[config.mk]
export PLATFORM = sky130hd
export DESIGN_NAME = mcp3008_scheduler
export DESIGN_NICKNAME = d
export VERILOG_FILES = /design/src/rtl/mcp3008_scheduler.sv
export SDC_FILE = /design/constraint.sdc
export NUM_CORES = 1
export LEC_CHECK = 0
export BUFFER_PORTS_ARGS = -buffer_cell sky130_fd_sc_hd__buf_2
export CORE_AREA = 4 4 67 69
export DETAILED_ROUTE_END_ITERATION = 8
export DIE_AREA = 0 0 71 73
export GPL_ROUTABILITY_DRIVEN = 0
export MAX_ROUTING_LAYER = met4
export PLACE_DENSITY = 0.76
export SETUP_SLACK_MARGIN = 0.1
export SLEW_MARGIN = 5
export SYNTH_ARGS = -nofsm -noshare
export SYNTH_HDL_FRONTEND = slang
export SYNTH_SLANG_ARGS = --single-unit
[constraint.sdc]
create_clock -name clk -period 3.1 [get_ports clk]
set_input_delay 0.465 -clock clk [delete_from_list [all_inputs] [get_ports clk]]
set_output_delay 0.465 -clock clk [all_outputs]
set_load 0.03 [all_outputs]
[src/rtl/mcp3008_scheduler.sv]
// mcp3008_scheduler
//   Shares one MCP3008 serial-interface engine between NUM_REQ requesters.
//   A round-robin arbiter picks one pending request, strobes the ADC engine,
//   watches its busy flag with timeouts, returns the result to the winner and
//   then holds off for GUARD_CYC cycles so chip select gets its high time.
//
// Ports
//   clk        single clock (ADC data clock), posedge
//   rst        asynchronous active-high reset
//   req        per-requester level request, held until its done pulse
//   req_chan   per-requester channel select, requester i on [3i+2:3i]
//   gnt        one-hot grant, from the arbitration decision through the done cycle
//   done       one-cycle completion pulse to the granted requester
//   err        high with done when the conversion timed out
//   result     10-bit result, updated on successful done, held otherwise
//   adc_start  one-cycle start strobe to the ADC engine
//   adc_chan   channel for the ADC configuration word, latched at grant
//   adc_busy   busy flag from the ADC engine
//   adc_data   result register of the ADC engine
module mcp3008_scheduler #(
  parameter int NUM_REQ      = 4,
  parameter int BUSY_TIMEOUT = 8,
  parameter int CONV_TIMEOUT = 64,
  parameter int GUARD_CYC    = 2
) (
  input  logic                   clk,
  input  logic                   rst,
  input  logic [NUM_REQ-1:0]     req,
  input  logic [3*NUM_REQ-1:0]   req_chan,
  output logic [NUM_REQ-1:0]     gnt,
  output logic [NUM_REQ-1:0]     done,
  output logic                   err,
  output logic [9:0]             result,
  output logic                   adc_start,
  output logic [2:0]             adc_chan,
  input  logic                   adc_busy,
  input  logic [9:0]             adc_data
);

  localparam int TMAX    = (BUSY_TIMEOUT > CONV_TIMEOUT) ? BUSY_TIMEOUT : CONV_TIMEOUT;
  localparam int CNT_MAX = (TMAX > GUARD_CYC) ? TMAX : GUARD_CYC;
  localparam int CW      = $clog2(CNT_MAX + 1);
  localparam int IW      = (NUM_REQ > 1) ? $clog2(NUM_REQ) : 1;

  // The counter holds "cycles elapsed since the reference event" (start
  // strobe or busy rise), so a conversion finishes when the next value would
  // reach the timeout and done lands exactly TIMEOUT cycles after the event.
  localparam logic [CW-1:0] BUSY_LAST  = CW'(BUSY_TIMEOUT - 1);
  localparam logic [CW-1:0] CONV_LAST  = CW'(CONV_TIMEOUT - 1);
  // The done cycle is the first guard cycle.
  localparam logic [CW-1:0] GUARD_LAST = CW'((GUARD_CYC > 1) ? GUARD_CYC - 1 : 0);
  localparam logic [CW-1:0] CNT_SAT    = '1;
  localparam logic [NUM_REQ-1:0] GNT0  = NUM_REQ'(1);

  typedef enum logic [2:0] {IDLE, START, WAIT_BUSY, WAIT_DONE, GUARD} state_t;

  state_t          state;
  logic [IW-1:0]   ptr;
  logic [IW-1:0]   win;
  logic [IW-1:0]   win_inc;
  logic [CW-1:0]   cnt;

  logic            found;
  logic [IW-1:0]   pick;
  logic [IW:0]     sum;
  logic [2:0]      chan_arr [NUM_REQ];

  function automatic logic [CW-1:0] sat_inc(input logic [CW-1:0] c);
    return (c == CNT_SAT) ? c : c + 1'b1;
  endfunction

  generate
    for (genvar gi = 0; gi < NUM_REQ; gi++) begin : g_chan
      assign chan_arr[gi] = req_chan[3*gi +: 3];
    end
  endgenerate

  // Round-robin search upward from ptr, wrapping at NUM_REQ.
  always_comb begin
    found = 1'b0;
    pick  = '0;
    sum   = '0;
    for (int i = 0; i < NUM_REQ; i++) begin
      sum = {1'b0, ptr} + (IW+1)'(i);
      if (sum >= (IW+1)'(NUM_REQ)) sum = sum - (IW+1)'(NUM_REQ);
      if (!found && req[sum[IW-1:0]]) begin
        found = 1'b1;
        pick  = sum[IW-1:0];
      end
    end
  end

  assign win_inc = (win == IW'(NUM_REQ - 1)) ? '0 : win + 1'b1;

  always_ff @(posedge clk or posedge rst) begin
    if (rst) begin
      state     <= IDLE;
      ptr       <= '0;
      win       <= '0;
      cnt       <= '0;
      gnt       <= '0;
      done      <= '0;
      err       <= 1'b0;
      result    <= '0;
      adc_start <= 1'b0;
      adc_chan  <= '0;
    end else begin
      adc_start <= 1'b0;
      done      <= '0;
      err       <= 1'b0;
      case (state)
        IDLE: begin
          if (found) begin
            gnt       <= GNT0 << pick;
            win       <= pick;
            adc_chan  <= chan_arr[pick];
            adc_start <= 1'b1;
            cnt       <= '0;
            state     <= START;
          end
        end
        START: begin
          cnt   <= sat_inc(cnt);
          state <= WAIT_BUSY;
        end
        WAIT_BUSY: begin
          if (adc_busy) begin
            // The busy-rise cycle itself is cycle 0 of the conversion window.
            cnt   <= CW'(1);
            state <= WAIT_DONE;
          end else if (cnt >= BUSY_LAST) begin
            done  <= gnt;
            err   <= 1'b1;
            ptr   <= win_inc;
            cnt   <= '0;
            state <= GUARD;
          end else begin
            cnt <= sat_inc(cnt);
          end
        end
        WAIT_DONE: begin
          if (!adc_busy) begin
            done   <= gnt;
            result <= adc_data;
            ptr    <= win_inc;
            cnt    <= '0;
            state  <= GUARD;
          end else if (cnt >= CONV_LAST) begin
            done  <= gnt;
            err   <= 1'b1;
            ptr   <= win_inc;
            cnt   <= '0;
            state <= GUARD;
          end else begin
            cnt <= sat_inc(cnt);
          end
        end
        GUARD: begin
          gnt <= '0;
          if (cnt >= GUARD_LAST) state <= IDLE;
          else cnt <= sat_inc(cnt);
        end
        default: state <= IDLE;
      endcase
    end
  end

endmodule
# After elaboration in Yosys (flattened, before gate mapping)
# Cells that the tools add are included.
# totals
reg_bits,37
out_inout_bits,23
input_bits,29
# op_classes
reduce_logical,16
n_lt_le_gt_ge,12
n_addsub,9
eq_ne,13
n_mux,58
bitwise_logic,2
n_shift,1
# op_table
operator,count
$mux W7,7
$pmux W7 S5,1
$mux W2,13
$mux W3,8
$mux W4,5
$pmux W4 S2,2
$pmux W3 S5,1
$mux W1,14
$ge A3 B3 Y1 const B,4
$lt A2 B3 Y1 const B,4
$ne A2 B2 Y1 const B,5
$bmux W1 S2,4
$reduce_and A4 Y1,2
$sub A2 B1 Y2 const B,4
$add A7 B1 Y7 const B,1
$eq A7 B7 Y1 const B,1
$ge A7 B1 Y1 const B,1
$ge A7 B3 Y1 const B,1
$ge A7 B6 Y1 const B,1
$add A2 B2 Y3 const B,2
$bmux W3 S2,1
$eq A3 B2 Y1 const B,2
$ne A3 B3 Y1 const B,2
$reduce_and A2 Y1,3
17 further kinds,22

# Longest topological paths before layout
# Gate-level depths: netlist of the first run.
# logic_depth
ltp_word,18
depth_mapped,8
depth_no_buf,7

# Worst setup path before layout of the first run
# Ideal clock, no wire load.
# synth_timing
path_kind,register to register
start,register cnt[1]
end,register cnt[4]
arrival_ns,1.868
path_stages_with_launch,8
required_time_ns,2.959
path_buffers,0
slack_ns,1.091
cell_sequence,dfrtp_1 inv_1 ha_1 or4_1 o41ai_4 nand2_2 a211oi_1 nor3_1
# synth_via
elab_chain_cells,5
word_cells_on_any_way,14
classes_between,add/sub (1); order compare (3); eq/ne (2); mux (7); reduce/logical (1)
# synth_rtl
element,line_no,text
from (decl),61,logic [CW-1:0] cnt;
from (signal assigned),123,cnt <= sat_inc(cnt);
from (signal assigned),138,cnt <= sat_inc(cnt);
from (signal assigned),155,cnt <= sat_inc(cnt);
$add A7 B1 Y7 / $eq A7 B7 Y1 (equally long branches),69,return (c == CNT_SAT) ? c : c + 1'b1;
$mux W7,69,
"$mux W7, on equally long branches","148, 131",
"$mux W7, on equally long branches","142, 127",
$pmux W7 S5,111,case (state)
# Several ways; a longest one is shown, not always the timed one. The select of a mux whose other input is x is not followed.
# A chain may end at the register's enable or synchronous reset.

# Final worst setup path of the first run
# layout_timing
start,register cnt[0]
end,register ptr[0]
# layout_via
elab_chain_cells,3
word_cells_on_any_way,5
classes_between,order compare (2); eq/ne (2); reduce/logical (1)
# layout_rtl
element,line_no,text
$ge A7 B6 Y1 / $ge A7 B3 Y1 (equally long branches),"148, 131",
$ne A3 B3 Y1 (no source line) / $ne A2 B2 Y1 (equally long branches),-,
$reduce_and A4 Y1 (no source line) *,-,
to (signal assigned),134,ptr <= win_inc;
to (signal assigned),145,ptr <= win_inc;
to (signal assigned),151,ptr <= win_inc;
to (decl),58,logic [IW-1:0] ptr;
# Every way passes the cells marked *; elsewhere a longest branch is shown, timed or not.

==> results of run 1 <==
[layout by cell type, fill, tap and decap left out, types with 2 or more instances in the layout]
| cell type | Yosys | routed |
|---|---|---|
| clkbuf_8 | 0 | 5 |
| nand2b_1 | 4 | 4 |
| a211oi_1 | 4 | 4 |
| and2_1 | 4 | 4 |
| dfrtp_1 | 37 | 37 |
| nor2b_1 | 2 | 2 |
| o221ai_1 | 4 | 4 |
| a311oi_1 | 2 | 2 |
| nand4_1 | 2 | 2 |
| or3_1 | 3 | 3 |
| inv_1 | 9 | 9 |
| a41oi_1 | 3 | 3 |
| nor3_1 | 6 | 6 |
| buf_2 | 1 | 51 |
| mux2_2 | 12 | 12 |
| ha_1 | 3 | 3 |
| mux2i_1 | 6 | 6 |
| a31oi_1 | 2 | 2 |
| o21ai_0 | 9 | 9 |
| nor2_1 | 10 | 10 |
| or4_1 | 2 | 2 |
| a21oi_1 | 11 | 11 |
| or2_2 | 3 | 3 |
| nand2_1 | 17 | 17 |
| a21o_1 | 2 | 2 |
[how the worst min path moves through the flow]
stage,to,cells past startpoint
final,result[4],3
after global routing,result[4],3
after CTS,result[1],3
after detailed placement,adc_chan[1],2
after global placement,adc_chan[1],2
after floorplan,win[1],2
[final cells by class]
class,count,area (sq um)
timing repair buffer,52,263
fill,357,1590
multi-input combinational,133,926
inverter,9,33.8
clock buffer,5,68.8
clock inverter,3,46.3
sequential,37,926
tap,50,62.6
[cells in the mapped netlist, types with 2 or more instances]
master,instances
a41oi_1,3
nand2b_1,4
ha_1,3
o21ai_0,9
and2_1,4
a31oi_1,2
nor2_1,10
mux2_2,12
o221ai_1,4
nand4_1,2
a311oi_1,2
dfrtp_1,37
nor2b_1,2
clkbuf_1,4
or3_1,3
mux2i_1,6
a21oi_1,11
or4_1,2
nand2_1,17
or2_2,3
a211oi_1,4
a21o_1,2
inv_1,9
nor3_1,6
[layer usage]
layer  GRT usage (%)  share of wire [%]  up-vias
met1            20.3                 45      745
met5               -                  0        -
li1                -                  -      785
met3            3.99                6.3        4
met4            3.76               0.68        0
met2            26.9                 48       48
[stage by stage]
step	utilization (%)	total power, mW	instances	hold WS [ns]	cell area (sq um)
2_1_floorplan	-	1.66	186	0.454	1920
3_3_place_gp	56.5	1.90	281	0.470	2210
3_5_place_dp	56.5	1.92	281	0.479	2210
4_1_cts	59.4	2.35	289	0.286	2330
5_1_grt	59.4	2.50	289	0.319	2330
6_report	59.4	2.33	289	0.269	2330
[cell families (layout without fill, tap and decap cells)]
group,count (synthesis),after routing,share of synthesized area (%)
flops,37,37,48.2
compound gates,48,48,18.0
mux,18,18,10.2
buf+inv,16,69,3.64
fa+ha+maj,3,3,1.95
xor+xnor,1,1,0.456
simple gates,63,63,17.6
[sequential cells by signal (all words and copies together) (netlist names), 2 cells and up]
signal	cells
result	10
cnt	7
done	4
gnt	4
adc_chan	3
state	3
ptr	2
win	2
[worst max-delay path: stages, from the launching register on]
cell and delay, ns:
dfrtp_1 0.50, ha_1 0.29, a21o_1 0.21, a21oi_1 0.14, or2_2 0.32, a21oi_1 0.40
mux2_2 0.39
[power by group through the flow]
stage	clock network, mW	logic (mW)	registers [mW]
4_1_cts	0.425	1.07	0.862
2_1_floorplan	0	0.646	1.02
5_1_grt	0.447	1.15	0.897
3_3_place_gp	0	1.04	0.862
6_report	0.416	1.06	0.864
3_5_place_dp	0	1.05	0.869
==> impl_metrics.toml, run 1 <==
[floorplanning]
die_area_sq_mm = 0.00518
initial_core_util_pct = 49.1
rows = 23
ios = 52
die_h_microns = 73
core_sq_mm = 0.00391
die_w_microns = 71

[power]
ir_worst_vdd_mv = 0.437
intPower_mw = 1.31
powerDensity_mw_per_mm2 = 1000
swShare_pct = 43.9
p_leak_nw = 1.12
combPwrFrac_pct = 45.2
seqPwrFrac_pct = 37.0
p_clk_share_pct = 17.8
netSwitchingPower_mw = 1.02

[route]
first_pass_iters = 4
drt_wl_total_microns = 3990
vias = 1582
via_per_inst = 5.47
drt-initial-drc-count = 75
drc = 0
wl_per_cell_microns = 13.8
drtAntennaViolNets = 0

[global_routing]
grt_first_pass_wirelength_microns = 6630
grt_pass1_vias = 1462
overflow = 0
grt_max_degree = 38
grt_usage_pct = 16.3
antenna_found_initial = 0

[synthesis]
syn_area_sq_mm = 0.00192
synth-seq-cells = 37
syn_avg_cell_area_sq_um = 10.3
synth_async_sr_flop_share_pct = 100
synth_edf_count = 0
synth_top_area_cell = "dfrtp_1"
syn_nets = 218
synth_cells = 186
ys.flop_type = "dfrtp_1"
synth.yosys.seq_area_share_pct = 48.2
synth_top_area_share_pct = 48.2
ys_top_cells_by_area = "dfrtp_1 (48%), mux2_2 (7.0%), nand2_1 (3.3%)"
synth_cell_types = 49
yosysWarnings = 0

[clocking]
h-tree-depth = 2
cts_root_buf = "clkbuf_8"
cts_buffer_depth = 2
clk_latency_ns = 0.29
cts_tree = "done"
cts_setup_buffers = 0
clk_pin_slew_worst_paths_ns = 0.08
postCtsHoldBufs = 0
post_cts_resized = 0
cts_buffers = 5
clock-sinks = 37

[outcome]
status = "complete, no violations"

[worst_setup_path]
rr_endpoint = "ptr[0]"
r2r_start = "cnt[0]"
crit_path_start_kind = "flip-flop"
r2r_cells = 6
worstSetupStartpoint = "cnt[0]"
critical_path.endpoint = "ptr[0]"
crit_fanout = 10
arrival_ns = 2.55
crit_required_ns = 3.27
cp-end-kind = "flip-flop"
ff2ff_setup_slack_ns = 0.72
path_class = "reg2reg"

[sta]
setup_slack_ns = 0.717
period_needed_ns = 2.38
period_share_pct = 76.9
slew_headroom_pct = 50.6
rsz0062_at_grt = "false"
finClkSkew_ns = 0.00860
fin_tns_setup_ns = 0
drv_slew = 0
worst_pin_slew_ns = 0.736
fmax_mhz = 420
hold_viol_final = 0
setup_violations = 0

[place]
hpwl_microns = 2930
port_buffers = 51
place_ws_ns = 0.759

[worst_hold_path]
holdCritPathClass = "in2async"

[layout]
area_growth_pct = 21.0
layout.nets = 270
layout-drive-gt1-share_pct = 34.7
antennaDiodeCount = 0

[run]
cap_violations = 0
Note: power is estimated with default switching activity, not from simulation.
==> run 2, diff against run 1 <==
==> constraint.sdc (replaced) <==
create_clock -name clk -period 2.2 [get_ports clk]
set_input_delay 0.33 -clock clk [delete_from_list [all_inputs] [get_ports clk]]
set_output_delay 0.33 -clock clk [all_outputs]
set_load 0.03 [all_outputs]
==> run 2 against run 1 <==
  * Flip-flop and latch count stayed put
  * Clock skew is 0.0027 ns lower
  * Core utilization is 6.0 points higher
  * Routed wire length is 18% higher
  * Final area is 10% higher
  * Worst setup slack worse by 0.69 ns
  * Critical path depth is 1 higher
  * Maximum frequency is 9.7% higher
  * Sequential power is 33% higher
  * Combinational power is 80% higher
  * Register-to-register slack worse by 0.69 ns
  * Die area stayed put
  * Critical path type unchanged
  * Highest routed layer unchanged
==> impl_metrics.toml, run 2 (same netlist as run 1, synthesis figures left out) <==
[worst_setup_path]
crit_path_start_kind = "flip-flop"
crit_fanout = 5
crit_required_ns = 2.44
r2r_cells = 7
cp-end-kind = "flip-flop"
path_class = "reg2reg"
arrival_ns = 2.41

[sta]
finClkSkew_ns = 0.00585
drv_slew = 0
setup_violations = 0
period_needed_ns = 2.17
rsz0062_at_grt = "true"
worst_pin_slew_ns = 0.544
slew_headroom_pct = 63.4
setup_slack_ns = 0.0272
holdWs_ns = 0.133
period_share_pct = 98.8
fmax_mhz = 460
hold_viol_final = 0

[route]
drt-initial-drc-count = 119
drc = 0
drtAntennaViolNets = 0
drt_wl_total_microns = 4710
via_per_inst = 5.65
wl_per_cell_microns = 15.1
first_pass_iters = 4
vias = 1756

[clocking]
clk_latency_ns = 0.29
clock-sinks = 37
cts_tree = "done"
cts_buffers = 5
cts_buffer_depth = 2
h-tree-depth = 2
clk_pin_slew_worst_paths_ns = 0.08
cts_root_buf = "clkbuf_8"

[layout]
area_growth_pct = 33.3
antennaDiodeCount = 0
layout-drive-gt1-share_pct = 44.4
largest_reg_flops = 10
final_cell_mix = "buf_2 (51), dfrtp_1 (36), buf_4 (23)"
final_common_cell = "buf_2"
reg_top3 = "result: 10 flops, cnt: 7 flops"
utilization_pct = 65.4
largest-register = "result"
layout.nets = 292

[global_routing]
overflow = 0
grt_first_pass_wirelength_microns = 7540
grt_pass1_vias = 1684
grt_usage_pct = 19.0
antenna_found_initial = 0
grt_max_degree = 38

[floorplanning]
rows = 23
ios = 52
die_h_microns = 73
die_w_microns = 71
die_area_sq_mm = 0.00518
initial_core_util_pct = 49.1
core_sq_mm = 0.00391

[power]
ir_worst_vdd_mv = 0.687
p_leak_nw = 1.25
p_total_mw = 3.78
powerDensity_mw_per_mm2 = 1480

[place]
hpwl_microns = 3370
port_buffers = 51
place_ws_ns = 0.00185

[worst_hold_path]
holdCritPathClass = "in2async"

[run]
cap_violations = 0

[outcome]
status = "complete, no violations"
[run 2: cell count changes in the layout (fill, tap and decap cells not counted), moves of 2 or more]
cell and delta:
a21oi_1 -2, a211oi_2 +2, buf_4 +22, a21oi_2 +2, a211oi_1 -2
[run 2: cell type report]
type,instances,area [sq um]
repair buffers,74,428
clock inverters,3,68.8
well taps,50,62.6
clock buffers,5,68.8
multi-input cells,133,972
fillers,320,1350
inverters,9,33.8
flip-flops and latches,37,927
[run 2: final timing paths]
check	slack, ns	startpoint	endpoint
max in group asynchronous	1.73	rst	cnt[1]
worst min register to register	0.49	adc_chan[0]	adc_chan[0]
worst max-delay path	0.03	cnt[0]	cnt[0]
worst max register to register	0.03	cnt[0]	cnt[0]
worst min-delay path	0.13	rst	cnt[5]
min in group clk	0.27	adc_data[9]	result[9]
[run 2: critical path, stage by stage (launching register included)]
cell	delay, ns
dfrtp_1	0.44
ha_2	0.20
or4_4	0.44
o41ai_4	0.27
nand2_2	0.14
buf_4	0.17
nor4_1	0.30
a211o_2	0.17
[run 2: timing repair]
action | CTS | global route
setup buffers | 2 | 2
setup endpoints to repair | 6 | 13
hold buffers | 0 | 0
pin swaps | 0 | 1
resized for setup | 4 | 8
[run 2: routing by layer]
metal | vias up | track usage (%) | wire (microns)
met5 | - | - | 0
met1 | 826 | 21.2 | 1840
met3 | 19 | 4.96 | 335
li1 | 829 | - | -
met4 | 0 | 9.19 | 157
met2 | 82 | 31.9 | 2370
[run 2: metrics by stage]
stage	std cells	setup TNS (ns)	cell area (sq um)
after global placement	299	0	2350
after global routing	311	-0.0753	2560
after detailed placement	299	0	2350
after CTS	309	0	2510
after floorplan	186	0	1920
final	311	0	2560
[run 2: report_power, final]
| part | total [mW] | internal, mW | switching (mW) |
|---|---|---|---|
| registers | 1.15 | 0.940 | 0.213 |
| logic | 1.91 | 0.800 | 1.11 |
| clock network | 0.718 | 0.456 | 0.261 |
| total | 3.78 | 2.20 | 1.59 |
==> run 3, diff against run 2 <==
--- a/config.mk
+++ b/config.mk
@@ -10,6 +10,7 @@
 export DETAILED_ROUTE_END_ITERATION = 8
 export DIE_AREA = 0 0 71 73
 export GPL_ROUTABILITY_DRIVEN = 0
+export GPL_TIMING_DRIVEN = 0
 export MAX_ROUTING_LAYER = met4
 export PLACE_DENSITY = 0.76
 export SETUP_SLACK_MARGIN = 0.1
==> run 3 against run 2 <==
  * Flip-flop and latch count unchanged
  * Non-clock buffer count decreased by 12
  * Routed wire length decreased by 9.5%
  * Global-route usage decreased by 1.9 points
  * Critical path depth decreased by 1
  * Hold slack improved by 0.035 ns
  * Via count decreased by 4.8%
  * Highest routed layer unchanged
  * Final area decreased by 4.3%
  * Total power decreased by 7.5%
  * Final cell count decreased by 3.9%
  * Sequential share of layout area increased by 1.6 points
==> impl_metrics.toml, run 3 (same netlist as run 1, synthesis figures left out) <==
[worst_setup_path]
ff2ff_setup_slack_ns = 0.11
arrival_ns = 2.27
r2r_cells = 6
crit_fanout = 7
path_class = "reg2reg"
crit_path_start_kind = "flip-flop"
rr_endpoint = "ptr[1]"
cp-end-kind = "flip-flop"
r2r_start = "cnt[6]"
crit_required_ns = 2.38

[global_routing]
grt_max_degree = 38
overflow = 0
grt_usage_pct = 17.2
grt_pass1_vias = 1570
grt_first_pass_wirelength_microns = 6930
antenna_found_initial = 0

[sta]
hold_viol_final = 0
setup_violations = 0
fmax_mhz = 479
finClkSkew_ns = 0.00743
slew_headroom_pct = 50.3
period_needed_ns = 2.09
period_share_pct = 94.9
holdWs_ns = 0.168
worst_pin_slew_ns = 0.744
drv_slew = 0
rsz0062_at_grt = "true"
fin_tns_setup_ns = 0

[clocking]
clock-sinks = 37
clk_pin_slew_worst_paths_ns = 0.08
cts_tree = "done"
cts_root_buf = "clkbuf_8"
clk_latency_ns = 0.29
cts_buffers = 5
cts_buffer_depth = 2
postCtsHoldBufs = 0
h-tree-depth = 2

[route]
drt-initial-drc-count = 71
first_pass_iters = 4
wl_per_cell_microns = 14.2
drtAntennaViolNets = 0
drt_wl_total_microns = 4260
drc = 0
vias = 1671
via_per_inst = 5.59

[layout]
antennaDiodeCount = 0
final_common_cell = "buf_2"
final_cell_mix = "buf_2 (52), dfrtp_1 (36), nand2_1 (17)"
fillers = 341
largest-register = "result"
layout-drive-gt1-share_pct = 40.2
instances_no_fill = 299
layout.nets = 280
reg_top3 = "result: 10 flops, cnt: 7 flops"
largest_reg_flops = 10
area_growth_pct = 27.5
stdcell_area_sq_mm = 0.00245

[place]
dp_cells = 287
place_area_sq_mm = 0.00224
port_buffers = 51
hpwl_microns = 3060

[floorplanning]
die_area_sq_mm = 0.00518
die_h_microns = 73
core_sq_mm = 0.00391
rows = 23
die_w_microns = 71
ios = 52
initial_core_util_pct = 49.1

[power]
powerDensity_mw_per_mm2 = 1430
seqPwrFrac_pct = 31.8
p_clk_share_pct = 17.0
swShare_pct = 43.8
combPwrFrac_pct = 51.2
ir_worst_vdd_mv = 0.768
intPower_mw = 1.97
p_total_mw = 3.50
netSwitchingPower_mw = 1.53
p_leak_nw = 1.15

[outcome]
status = "complete, no violations"

[worst_hold_path]
holdCritPathClass = "in2async"

[run]
cap_violations = 0
-- run 3: layout make-up --
class / instances / area (sq um) / share of cell area (%)
well taps: 50 / 62.6 / 2.55
inverters: 9 / 33.8 / 1.38
multi-input cells: 133 / 988 / 40.3
clock buffers: 5 / 68.8 / 2.81
flip-flops and latches: 37 / 927 / 37.8
clock inverters: 3 / 46.3 / 1.89
repair buffers: 55 / 285 / 11.6
plain buffers: 7 / 38.8 / 1.58
-- run 3: critical path: stages, from the launching register on --
cell     delay, ns
dfrtp_2       0.44
or4_4         0.58
buf_4         0.17
a21oi_2       0.22
or2_2         0.20
a21oi_4       0.08
mux2_2        0.29
-- run 3: worst max path at each step --
stage / end / startpoint / slack, ns
after floorplan: cnt[4] / cnt[1] / 0.19
after global placement: ptr[1] / cnt[1] / -0.1
after detailed placement: ptr[1] / cnt[1] / -0.12
after CTS: cnt[2] / cnt[6] / 0.12
after global routing: ptr[1] / cnt[6] / 0.02
final: ptr[1] / cnt[6] / 0.11
-- run 3: stage by stage --
step / setup slack (ns) / utilization [%]
floorplan: 0.191 / -
global route: 0.0179 / 62.6
finish: 0.113 / 62.6
global placement: -0.0954 / 57.2
CTS: 0.116 / 61.0
detailed placement: -0.122 / 57.2
-- run 3: power by group through the flow --
| stage | Clock (mW) | Combinational [mW] | Sequential (mW) |
|---|---|---|---|
| 2_1_floorplan | 0 | 0.910 | 1.43 |
| 3_3_place_gp | 0 | 1.62 | 1.11 |
| 3_5_place_dp | 0 | 1.65 | 1.13 |
| 4_1_cts | 0.605 | 1.72 | 1.12 |
| 5_1_grt | 0.630 | 1.97 | 1.15 |
| 6_report | 0.595 | 1.79 | 1.11 |
-- run 3: layer usage --
| layer | GRT usage (%) | wire length, microns |
|---|---|---|
| met1 | 20.7 | 1750 |
| met2 | 28.4 | 2220 |
| met3 | 3.86 | 234 |
| met4 | 6.26 | 53 |
| met5 | - | 0 |
-- run 3: timing repair --
item | CTS | global route
resized for setup | 5 | 12
endpoints found under the setup margin | 6 | 12
pin swaps | 0 | 6
buffers inserted | 1 | 3
